`config.mk`:
```
export PLATFORM = sky130hd
export DESIGN_NAME = msg_tx_flat
export DESIGN_NICKNAME = d
export VERILOG_FILES = /design/src/rtl/msg_pkg.sv /design/src/rtl/msg_if.sv /design/src/rtl/uart_tx_byte.sv /design/src/rtl/msg_tx.sv /design/src/flat_wrapper.sv
export SDC_FILE = /design/constraint.sdc
export NUM_CORES = 1
export LEC_CHECK = 0
export ABC_AREA = 1
export ABC_CLOCK_PERIOD_IN_PS = 1600
export CAP_MARGIN = 20
export CELL_PAD_IN_SITES_DETAIL_PLACEMENT = 1
export CELL_PAD_IN_SITES_GLOBAL_PLACEMENT = 1
export CORE_MARGIN = 5
export CORE_UTILIZATION = 40
export DETAILED_ROUTE_END_ITERATION = 6
export PLACE_DENSITY = 0.75
export SYNTH_ARGS = -nofsm -noshare
export SYNTH_HDL_FRONTEND = slang
export SYNTH_SLANG_ARGS = --single-unit
```
`constraint.sdc`:
```
create_clock -name clk_50M -period 1.6 [get_ports clk_50M]
set_input_delay 0.24 -clock clk_50M [delete_from_list [all_inputs] [get_ports clk_50M]]
set_output_delay 0.24 -clock clk_50M [all_outputs]
set_load 0.01 [all_outputs]
```
`src/rtl/msg_pkg.sv`:
```
// Shared constants, encodings and frame-byte lookup for the 12-byte IFM/PBM message transmitter.
package msg_pkg;

    localparam int         FRAME_LEN  = 12;
    localparam logic [3:0] LAST_IDX   = 4'(FRAME_LEN - 1);

    localparam logic [7:0] CH_I       = 8'h49;
    localparam logic [7:0] CH_F       = 8'h46;
    localparam logic [7:0] CH_M       = 8'h4D;
    localparam logic [7:0] CH_P       = 8'h50;
    localparam logic [7:0] CH_B       = 8'h42;
    localparam logic [7:0] CH_S       = 8'h53;
    localparam logic [7:0] CH_U       = 8'h55;
    localparam logic [7:0] CH_E       = 8'h45;
    localparam logic [7:0] CH_C       = 8'h43;
    localparam logic [7:0] CH_R       = 8'h52;
    localparam logic [7:0] PAD        = 8'h2D;
    localparam logic [7:0] TERM       = 8'h23;
    localparam logic [7:0] DIGIT_BASE = 8'h30;

    typedef enum logic [1:0] {UNIT_E = 2'd0, UNIT_C = 2'd1, UNIT_R = 2'd2, UNIT_INV = 2'd3} unit_sel_t;

    // Serial-line view of the transmitter; ST_DONE only exists at frame level.
    typedef enum logic [2:0] {ST_IDLE, ST_START, ST_DATA, ST_STOP, ST_DONE} tx_state_t;

    typedef enum logic [1:0] {FR_IDLE, FR_BUSY, FR_DONE} frame_state_t;

    function automatic logic [7:0] unit_char(input logic [1:0] u);
        logic [7:0] c;
        case (u)
            UNIT_E:  c = CH_E;
            UNIT_C:  c = CH_C;
            UNIT_R:  c = CH_R;
            default: c = PAD;
        endcase
        return c;
    endfunction

    function automatic logic [7:0] frame_byte(input logic is_ifm, input logic [1:0] unit,
                                              input logic [2:0] blk, input logic [3:0] idx);
        logic [7:0] b;
        b = PAD;
        if (idx == LAST_IDX) begin
            b = TERM;
        end else if (is_ifm) begin
            case (idx)
                4'd0:    b = CH_I;
                4'd1:    b = CH_F;
                4'd2:    b = CH_M;
                4'd3:    b = unit_char(unit);
                default: b = PAD;
            endcase
        end else begin
            case (idx)
                4'd0:    b = CH_P;
                4'd1:    b = CH_B;
                4'd2:    b = CH_M;
                4'd3:    b = CH_S;
                4'd4:    b = CH_U;
                4'd5:    b = DIGIT_BASE + {5'd0, blk};
                default: b = PAD;
            endcase
        end
        return b;
    endfunction

endpackage

```
`src/rtl/msg_if.sv`:
```
// Request/status bundle between the control logic (master) and the message transmitter (slave).
interface msg_if;
    import msg_pkg::*;

    // Requests are single-cycle pulses; they are honoured only while busy=0 and
    // done=0, otherwise silently dropped. unit_sel/block_id are sampled with the pulse.
    logic       send_ifm;
    logic       send_pbm;
    logic [1:0] unit_sel;
    logic [2:0] block_id;
    logic       tx;
    logic       busy;
    logic       done;
    logic       err;
    tx_state_t  state;

    modport master (output send_ifm, send_pbm, unit_sel, block_id,
                    input  tx, busy, done, err, state);
    modport slave  (input  send_ifm, send_pbm, unit_sel, block_id,
                    output tx, busy, done, err, state);
endinterface

```
`src/rtl/uart_tx_byte.sv`:
```
// 8N1 byte serializer; a start asserted in the last stop-bit cycle chains the next byte with no gap.
module uart_tx_byte
    import msg_pkg::*;
#(
    parameter int CLKS_PER_BIT = 4340
) (
    input  logic       clk,
    input  logic       rst_n,
    input  logic       start,
    input  logic [7:0] byte_in,
    output logic       tx,
    output logic       busy,
    output logic       done,
    output tx_state_t  state
);

    localparam int             CW      = (CLKS_PER_BIT > 1) ? $clog2(CLKS_PER_BIT) : 1;
    localparam logic [CW-1:0]  CNT_MAX = CW'(CLKS_PER_BIT - 1);

    logic [CW-1:0] cnt;
    logic [2:0]    bit_idx;
    logic [7:0]    shreg;
    logic          bit_end;

    assign bit_end = (cnt == CNT_MAX);
    // Marks the final cycle of the stop bit, the only cycle a chained start is taken.
    assign done    = (state == ST_STOP) && bit_end;

    always_ff @(posedge clk or negedge rst_n) begin
        if (!rst_n) begin
            state   <= ST_IDLE;
            tx      <= 1'b1;
            busy    <= 1'b0;
            cnt     <= '0;
            bit_idx <= 3'd0;
            shreg   <= 8'h00;
        end else begin
            case (state)
                ST_IDLE: begin
                    if (start) begin
                        shreg <= byte_in;
                        tx    <= 1'b0;
                        cnt   <= '0;
                        busy  <= 1'b1;
                        state <= ST_START;
                    end
                end
                ST_START: begin
                    if (bit_end) begin
                        cnt     <= '0;
                        tx      <= shreg[0];
                        bit_idx <= 3'd0;
                        state   <= ST_DATA;
                    end else begin
                        cnt <= cnt + 1'b1;
                    end
                end
                ST_DATA: begin
                    if (bit_end) begin
                        cnt <= '0;
                        if (bit_idx == 3'd7) begin
                            tx    <= 1'b1;
                            state <= ST_STOP;
                        end else begin
                            bit_idx <= bit_idx + 1'b1;
                            shreg   <= {1'b0, shreg[7:1]};
                            tx      <= shreg[1];
                        end
                    end else begin
                        cnt <= cnt + 1'b1;
                    end
                end
                ST_STOP: begin
                    if (bit_end) begin
                        cnt <= '0;
                        if (start) begin
                            shreg <= byte_in;
                            tx    <= 1'b0;
                            state <= ST_START;
                        end else begin
                            tx    <= 1'b1;
                            busy  <= 1'b0;
                            state <= ST_IDLE;
                        end
                    end else begin
                        cnt <= cnt + 1'b1;
                    end
                end
                default: begin
                    tx    <= 1'b1;
                    busy  <= 1'b0;
                    state <= ST_IDLE;
                end
            endcase
        end
    end

endmodule

```
`src/rtl/msg_tx.sv`:
```
// Message transmitter: validates requests, builds IFM/PBM frames and sequences them through the serializer.
module msg_tx
    import msg_pkg::*;
#(
    parameter int CLKS_PER_BIT = 4340
) (
    input  logic   clk_50M,
    input  logic   rst_n,
    msg_if.slave   bus
);

    frame_state_t fstate;
    logic [3:0]   byte_idx;
    logic         is_ifm_q;
    logic [1:0]   unit_q;
    logic [2:0]   blk_q;
    logic         busy_q, done_q, err_q;

    logic         unit_ok, blk_ok, ifm_ok, pbm_ok, bad_req, accept;
    logic         ser_start, ser_done, ser_busy, ser_tx;
    logic [7:0]   ser_byte;
    tx_state_t    ser_state;

    always_comb begin
        unit_ok   = (bus.unit_sel != UNIT_INV);
        blk_ok    = (bus.block_id >= 3'd1) && (bus.block_id <= 3'd4);
        ifm_ok    = bus.send_ifm && unit_ok;
        pbm_ok    = !bus.send_ifm && bus.send_pbm && blk_ok;
        bad_req   = (bus.send_ifm && !unit_ok) || (!bus.send_ifm && bus.send_pbm && !blk_ok);
        accept    = (fstate == FR_IDLE) && (ifm_ok || pbm_ok);
        ser_start = 1'b0;
        ser_byte  = frame_byte(is_ifm_q, unit_q, blk_q, byte_idx + 4'd1);
        // Byte 0 comes straight from the live request so the start bit appears one cycle later.
        if (fstate == FR_IDLE) begin
            ser_start = accept;
            ser_byte  = frame_byte(bus.send_ifm, bus.unit_sel, bus.block_id, 4'd0);
        end else if (fstate == FR_BUSY) begin
            ser_start = ser_done && (byte_idx != LAST_IDX);
        end
    end

    always_ff @(posedge clk_50M or negedge rst_n) begin
        if (!rst_n) begin
            fstate   <= FR_IDLE;
            byte_idx <= 4'd0;
            is_ifm_q <= 1'b0;
            unit_q   <= 2'd0;
            blk_q    <= 3'd0;
            busy_q   <= 1'b0;
            done_q   <= 1'b0;
            err_q    <= 1'b0;
        end else begin
            done_q <= 1'b0;
            err_q  <= 1'b0;
            case (fstate)
                FR_IDLE: begin
                    if (accept) begin
                        busy_q   <= 1'b1;
                        byte_idx <= 4'd0;
                        is_ifm_q <= bus.send_ifm;
                        unit_q   <= bus.unit_sel;
                        blk_q    <= bus.block_id;
                        fstate   <= FR_BUSY;
                    end else if (bad_req) begin
                        err_q <= 1'b1;
                    end
                end
                FR_BUSY: begin
                    if (ser_done) begin
                        if (byte_idx == LAST_IDX) begin
                            busy_q <= 1'b0;
                            done_q <= 1'b1;
                            fstate <= FR_DONE;
                        end else begin
                            byte_idx <= byte_idx + 4'd1;
                        end
                    end
                end
                default: begin
                    byte_idx <= 4'd0;
                    fstate   <= FR_IDLE;
                end
            endcase
        end
    end

    uart_tx_byte #(.CLKS_PER_BIT(CLKS_PER_BIT)) u_ser (
        .clk     (clk_50M),
        .rst_n   (rst_n),
        .start   (ser_start),
        .byte_in (ser_byte),
        .tx      (ser_tx),
        .busy    (ser_busy),
        .done    (ser_done),
        .state   (ser_state)
    );

    assign bus.tx    = ser_tx;
    assign bus.busy  = busy_q;
    assign bus.done  = done_q;
    assign bus.err   = err_q;
    assign bus.state = (fstate == FR_DONE) ? ST_DONE : (ser_busy ? ser_state : ST_IDLE);

endmodule

```
`src/flat_wrapper.sv`:
```
// flat-port wrapper written by rule: the top's interface ports become plain ports
module msg_tx_flat import msg_pkg::*;
#(
    parameter int CLKS_PER_BIT = 4340
)
  (clk_50M, rst_n, bus_send_ifm, bus_send_pbm, bus_unit_sel, bus_block_id, bus_tx, bus_busy, bus_done, bus_err, bus_state);
  msg_if bus_i ();
  input  logic clk_50M;
  input  logic rst_n;
  input wire logic [$bits(bus_i.send_ifm)-1:0] bus_send_ifm;
  input wire logic [$bits(bus_i.send_pbm)-1:0] bus_send_pbm;
  input wire logic [$bits(bus_i.unit_sel)-1:0] bus_unit_sel;
  input wire logic [$bits(bus_i.block_id)-1:0] bus_block_id;
  output wire logic [$bits(bus_i.tx)-1:0] bus_tx;
  output wire logic [$bits(bus_i.busy)-1:0] bus_busy;
  output wire logic [$bits(bus_i.done)-1:0] bus_done;
  output wire logic [$bits(bus_i.err)-1:0] bus_err;
  output wire logic [$bits(bus_i.state)-1:0] bus_state;
  assign bus_i.send_ifm = bus_send_ifm;
  assign bus_i.send_pbm = bus_send_pbm;
  assign bus_i.unit_sel = bus_unit_sel;
  assign bus_i.block_id = bus_block_id;
  assign bus_tx = bus_i.tx;
  assign bus_busy = bus_i.busy;
  assign bus_done = bus_i.done;
  assign bus_err = bus_i.err;
  assign bus_state = bus_i.state;
  msg_tx #(.CLKS_PER_BIT(CLKS_PER_BIT)) u_core (.clk_50M(clk_50M), .rst_n(rst_n), .bus(bus_i));
endmodule
```
==> results of run 1 <==
-- metal layers --
layer / GRT usage / vias up
li1: - / 1498
met1: 0.3130 / 1819
met2: 0.4770 / 171
met3: 0.03766 / 59
met4: 0.1408 / 0
met5: 0 / -
-- critical path: stages, from the launching register on --
cell,delay [ps]
dfrtp_2,490
ha_4,230
xnor2_4,330
o211ai_1,180
buf_4,200
nand3_4,80
nand2_2,50
nand2_1,50
nand2_1,80
nand2_1,110
nand2_1,90
nand2_2,100
nand2_2,60
-- repair_timing --
action | in CTS | in global routing
hold buffers | 1 | 0
endpoints found under the setup margin | 40 | 38
buffers inserted | 18 | 25
cloned | 3 | 0
pin swaps | 24 | 44
gates resized for setup | 86 | 115
hold endpoints to repair | 41 | 0
-- flip-flops by register name, indices dropped and copies added (netlist names) --
| name | count |
|---|---|
| u_core.is_ifm_q | 1 |
| u_core.bus.busy | 1 |
| u_core.blk_q | 3 |
| u_core.u_ser.busy | 1 |
| u_core.fstate | 2 |
| u_core.bus.err | 1 |
| u_core.u_ser.tx | 1 |
| u_core.u_ser.cnt | 13 |
| u_core.u_ser.state | 2 |
| u_core.u_ser.bit_idx | 3 |
| u_core.u_ser.shreg | 7 |
| u_core.unit_q | 2 |
| u_core.byte_idx | 4 |
| u_core.bus.done | 1 |
-- where the power goes --
part           switching (mW)  total (mW)  leakage [nW]  internal, mW
registers                   0        1.06         0.507          1.06
clock network           0.449       0.800        0.0482         0.350
logic                  0.0574       0.108          1.77        0.0510
-- cell usage in the layout (no fill, tap or decap), types with 3 or more instances in the layout --
cell,instances
nand2_2,23
o31ai_4,3
o21a_1,3
nor2_1,24
o21ai_2,12
a21oi_2,9
clkbuf_8,6
buf_4,88
inv_4,3
inv_1,41
nor2_4,9
ha_1,14
dfrtp_1,39
o21ai_0,4
o21ai_1,4
a21oi_1,13
nand3_4,10
nand3_2,9
nor2_2,9
clkdlybuf4s50_1,7
nand2_1,53
nand4_1,6
nor3_1,5
buf_12,3
nand3_1,17
nand2_4,11
xor2_2,3
o211ai_1,8
inv_2,9
buf_6,17
-- per-stage QoR --
| stage | utilization | hold WS (ps) |
|---|---|---|
| 2_1_floorplan | - | -55.59 |
| 3_5_place_dp | 0.5271 | 241.7 |
| 4_1_cts | 0.6036 | 340.8 |
| 3_3_place_gp | 0.5271 | 237.8 |
| 6_report | 0.6922 | 258.4 |
| 5_1_grt | 0.6922 | 256.1 |
-- cells by family after synthesis --
group	synth area share
flip-flops	0.3706
AND/OR/NAND/NOR	0.2993
multiplexers	0.003966
AO/OA/AOI/OAI	0.1318
adder cells (fa/ha/maj)	0.07492
buffers and inverters	0.09123
XOR/XNOR	0.02821
-- layout make-up --
class                   instances  area [um^2]  share of cell area
multi-input cells             275         2140              0.4500
repair buffers                126         1092              0.2297
clock buffers                   7        86.33             0.01816
clock inverters                 1        5.005            0.001053
well taps                      96        120.1             0.02526
repair inverters                1        16.27            0.003421
flip-flops and latches         42         1055              0.2218
inverters                      56        240.2             0.05053
-- final timing paths --
kind	startpoint	endpoint	slack (ps)	cells after the start
worst max-delay path	u_core.byte_idx[0]$_DFFE_PN0P_	u_core.u_ser.shreg[0]$_DFFE_PN0P_	-550	12
worst min-delay path	bus_block_id[0]	u_core.blk_q[0]$_DFFE_PN0P_	260	2
worst max register to register	u_core.byte_idx[0]$_DFFE_PN0P_	u_core.u_ser.shreg[0]$_DFFE_PN0P_	-550	12
worst min register to register	u_core.u_ser.tx$_DFFE_PN1P_	u_core.u_ser.tx$_DFFE_PN1P_	470	2
max in group asynchronous	rst_n	u_core.u_ser.tx$_DFFE_PN1P_	890	3
min in group asynchronous	rst_n	u_core.u_ser.shreg[5]$_DFFE_PN0P_	450	3
==> results by group, run 1 <==
Status
  • Status: finished, violations left
  • Failing checks: negative setup slack

Placed design
  • Post-placement worst setup slack: -586.6 ps
  • Cell Area, Placed: 0.003621 mm^2
  • # port buffers: 15
  • GPL Wtd Cong: 0.8188
  • HPWL Detailed: 6193 um
  • Inst Count DP: 551

STA
  • Fin crit period: 2148 ps
  • Max Clock Skew: 12.14 ps
  • Final setup TNS: -10520 ps
  • Final Setup Violations: 39
  • Fmax: 465.6 MHz
  • Final worst slack: -547.8 ps
  • RSZ-0062 raised after global routing: true
  • Worst slew margin: 0.6987
  • Slew Viols, Final: 0
  • Final hold vios: 0
  • Final Cycle Share: 1.342
  • Least-Margin Pin Slew: 447.8 ps

Global routing
  • Vias in the first global route: 3571
  • First-pass GRT wire length: 18360 um
  • Antenna violations before repair: 0
  • Largest net degree at the start of global routing: 43
  • GR Util All Layers: 0.2696
  • Grt ovf: 0

Floorplan
  • Die area: 0.008882 mm^2
  • Die width: 94.25 um
  • Die height: 94.25 um
  • Initial core utilization: 0.4133
  • # IOs: 16
  • Core Region: 0.006869 mm^2
  • Std-Cell Rows: 30

Final layout
  • Fill count: 768
  • N_diodes: 0
  • Layout cells sized above 1: 0.5020
  • Final instance area: 0.004755 mm^2
  • NumNets Final: 533
  • Layout Cells excl Fill: 604
  • Syn-to-layout area delta: 67.47%

CTS
  • Maximum root-to-sink buffer count: 2
  • CTS Buf Count: 5
  • Clk slew on worst S/H paths: 100 ps
  • Skew-Pair Late Insertion Delay: 320 ps
  • CTS tree: done
  • Clock Root Buffer: clkbuf_8
  • Htree depth: 2
  • Clock Sinks: 42

Yosys
  • Synth top cells by count: nand2_1, inv_1, dfrtp_1
  • Post-synth EDFFs: 0
  • Async S/R FF share, synth: 1.000
  • Avg Cell Area, Syn: 7.491 um^2
  • Synth Flop Type: dfrtp_1
  • Post-Syn Instances: 379
  • Sequential area share after synthesis: 0.3706
  • Syn_nets: 405
  • Yosys top cell area share: 0.3614
  • Count leader, synth: nand2_1
  • Yosys warning count: 0
  • Area of the mapped netlist: 0.002839 mm^2
  • #FFs+latches synth: 42
  • Synth area leader: dfrtp_1
  • Top post-synthesis cells by area: dfrtp_1, nand2_1, ha_1
  • Yosys cell types: 37

Routing
  • DR WL/cell: 24.85 um
  • Routed met3 length: 730 um
  • Initial DRC Count: 248
  • Pre-antenna DRT Iters: 4
  • Metal-1 WL: 5933 um
  • Wire length on met2: 7635 um
  • Detailed Route WL: 15010 um
  • Detail Route Antenna Nets: 0
  • Vias: 3547
  • Highest Signal Layer: met4
  • DRC Markers: 0
  • Drt via density: 5.873

Power and ir drop
  • Maximum vdd ir drop: 0.4044 mV
  • Tot Pwr: 1.969 mW
  • Cell area power density: 414.1 mW/mm^2
  • Pleak: 2.330 nW

Worst setup path
  • CP Class: flip-flop to flip-flop
  • Worst-path maximum fanout: 8
  • Crit end category: flip-flop
  • CP required: 1810 ps
  • Worst Path Arrival: 2360 ps
  • Startpoint Class: flip-flop

Job
  • Max cap viols: 0

Min path
  • HP Class: input pin to flip-flop
Power figures use the tool's default switching activity.
==> inputs of run 2 (changes only) <==
Settings changed: TNS_END_PERCENT set to 1.
==> results by group, run 2 (synthesized netlist as in run 1, its figures left out) <==
Status
  • Status: finished, violations left
  • Failing checks: negative setup slack

Global routing
  • Grt ovf: 0 (unchanged)
  • First-pass GRT wire length: 14560 um (-21%)
  • Vias in the first global route: 3060 (-14%)
  • Largest net degree at the start of global routing: 23 (-47%)
  • GR Util All Layers: 0.2060 (-0.06358)
  • Antenna violations before repair: 0 (unchanged)

Min path
  • HP Class: input pin to async pin

Worst setup path
  • CP top delay family: simple AND/OR/NAND/NOR gates
  • Critical Path Source: u_core.byte_idx[1]$_DFFE_PN0P_
  • Worst path most repeated cell: nand2_1
  • CP Cell Sequence: ha_4 -> xnor2_4 -> o211ai_1 -> nand2_1 -> nand3_1 -> nand4_1 -> nand2_1 -> nand2_1 -> nand2_1
  • Startpoint Class: flip-flop
  • Crit path largest cell delay: 460 ps (-30 ps)
  • Worst Path Arrival: 2080 ps (-280 ps)
  • CP Class: flip-flop to flip-flop
  • Worst path bufs/invs: 0 (-1)
  • Worst-path maximum fanout: 8 (unchanged)
  • Crit end category: flip-flop
  • FF-to-FF Start: u_core.byte_idx[1]$_DFFE_PN0P_
  • CP max-delay cell: dfrtp_2
  • CP required: 1790 ps (-20 ps)

STA
  • Final hold vios: 0 (unchanged)
  • Final Setup Violations: 32 (-18%)
  • Max Clock Skew: 4.552 ps (-7.593 ps)
  • Final Cycle Share: 1.183 (-0.1598)
  • RSZ-0062 raised after global routing: true
  • Worst slew margin: 0.6195 (-0.07922)
  • Final worst slack: -292.2 ps (+255.7 ps)
  • Fmax: 528.5 MHz (+14%)
  • Slew Viols, Final: 0 (unchanged)
  • Fin crit period: 1892 ps (-255.7 ps)
  • Least-Margin Pin Slew: 570.8 ps (+123.0 ps)

Floorplan
  • Core Region: 0.006869 mm^2 (unchanged)
  • # IOs: 16 (unchanged)
  • Die width: 94.25 um (unchanged)
  • Die height: 94.25 um (unchanged)
  • Initial core utilization: 0.4133 (unchanged)
  • Std-Cell Rows: 30 (unchanged)
  • Die area: 0.008882 mm^2 (unchanged)

Routing
  • Initial DRC Count: 95 (-62%)
  • Detailed Route WL: 8669 um (-42%)
  • Vias: 2869 (-19%)
  • DRC Markers: 0 (unchanged)
  • Pre-antenna DRT Iters: 4 (unchanged)
  • Drt via density: 5.060 (-14%)
  • Detail Route Antenna Nets: 0 (unchanged)
  • DR WL/cell: 15.29 um (-38%)

Job
  • Max cap viols: 0 (unchanged)

Final layout
  • Syn-to-layout area delta: 36.18%
  • Max FFs per register: 13 (unchanged)
  • Largest Register: u_core.u_ser.cnt
  • Top Registers: u_core.u_ser.cnt (13), u_core.u_ser.shreg (7), u_core.byte_idx (4)
  • Layout Cells excl Fill: 567 (-6.1%)
  • NumNets Final: 496 (-6.9%)
  • Most frequent cells in the layout: nand2_1, buf_4, inv_1, dfrtp_1, nor2_1
  • Most common cell after layout, fill and taps aside: nand2_1
  • N_diodes: 0 (unchanged)
  • Layout cells sized above 1: 0.2760 (-0.2260)

CTS
  • CTS Buf Count: 5 (unchanged)
  • CTS tree: done
  • Clock Root Buffer: clkbuf_8
  • Skew-Pair Late Insertion Delay: 290 ps (-30 ps)
  • Clock Sinks: 42 (unchanged)
  • Htree depth: 2 (unchanged)
  • Maximum root-to-sink buffer count: 2 (unchanged)
  • Clk slew on worst S/H paths: 80 ps (-20 ps)

Power and ir drop
  • Maximum vdd ir drop: 0.2699 mV (-33%)
  • Pleak: 2.027 nW (-13%)
  • Cell area power density: 470.5 mW/mm^2 (+14%)

Placed design
  • Post-placement worst setup slack: -496.6 ps (+90.02 ps)
  • GPL Wtd Cong: 0.8842 (+8.0%)
  • HPWL Detailed: 6576 um (+6.2%)
  • # port buffers: 15 (unchanged)
  • Inst Count DP: 555 (+0.73%)
## run 2: layer usage
layer	up-vias	track usage	part of all wire
met1	1428	0.2597	0.45
met5	-	0	0
met2	21	0.3723	0.53
met3	4	0.02804	0.013
met4	0	0.04212	0.0061
li1	1416	-	-
## run 2: through the flow
stage / hold WS (ps) / setup TNS (ps) / instance area (um^2) / total power [mW] / util
after floorplan: -55.59 / -60.06 / 2880 / 1.092 / -
after global placement: 254.2 / -10640 / 3638 / 1.151 / 0.5297
after detailed placement: 268.1 / -13620 / 3638 / 1.154 / 0.5297
after CTS: 484.4 / -4124 / 3784 / 1.849 / 0.5508
after global routing: 504.8 / -9029 / 3866 / 1.896 / 0.5628
final: 467.8 / -4423 / 3866 / 1.819 / 0.5628
## run 2: timing repair
item | CTS | global route
hold buffers | 1 | 0
pin swaps | 12 | 12
setup buffers | 0 | 3
gates resized for setup | 21 | 13
endpoints found under the hold margin | 19 | 0
endpoints found under the setup margin | 40 | 43
## run 2: path summary, 6_finish.rpt
check,cells after the start,to,slack (ps)
hold reg to reg,2,u_core.u_ser.tx$_DFFE_PN1P_,490
max in group asynchronous,3,u_core.fstate[0]$_DFFE_PN0P_,530
setup reg to reg,9,u_core.u_ser.shreg[3]$_DFFE_PN0P_,-290
hold / removal,2,u_core.u_ser.shreg[5]$_DFFE_PN0P_,470
min in group clk_50M,2,u_core.u_ser.tx$_DFFE_PN1P_,490
setup / recovery,9,u_core.u_ser.shreg[3]$_DFFE_PN0P_,-290
## run 2: final cells by class
class | instances | area (um^2)
fillers | 881 | 3003
multi-input cells | 274 | 1663
flip-flops and latches | 42 | 1055
repair buffers | 91 | 732.0
inverters | 56 | 216.5
well taps | 96 | 120.1
clock buffers | 8 | 80.08
## run 2: power by group
| part | leakage (nW) | internal, mW | switching [mW] |
|---|---|---|---|
| Clock | 0.0395 | 0.311 | 0.371 |
| Combinational | 1.48 | 0.0334 | 0.0432 |
| Sequential | 0.507 | 1.06 | 0 |
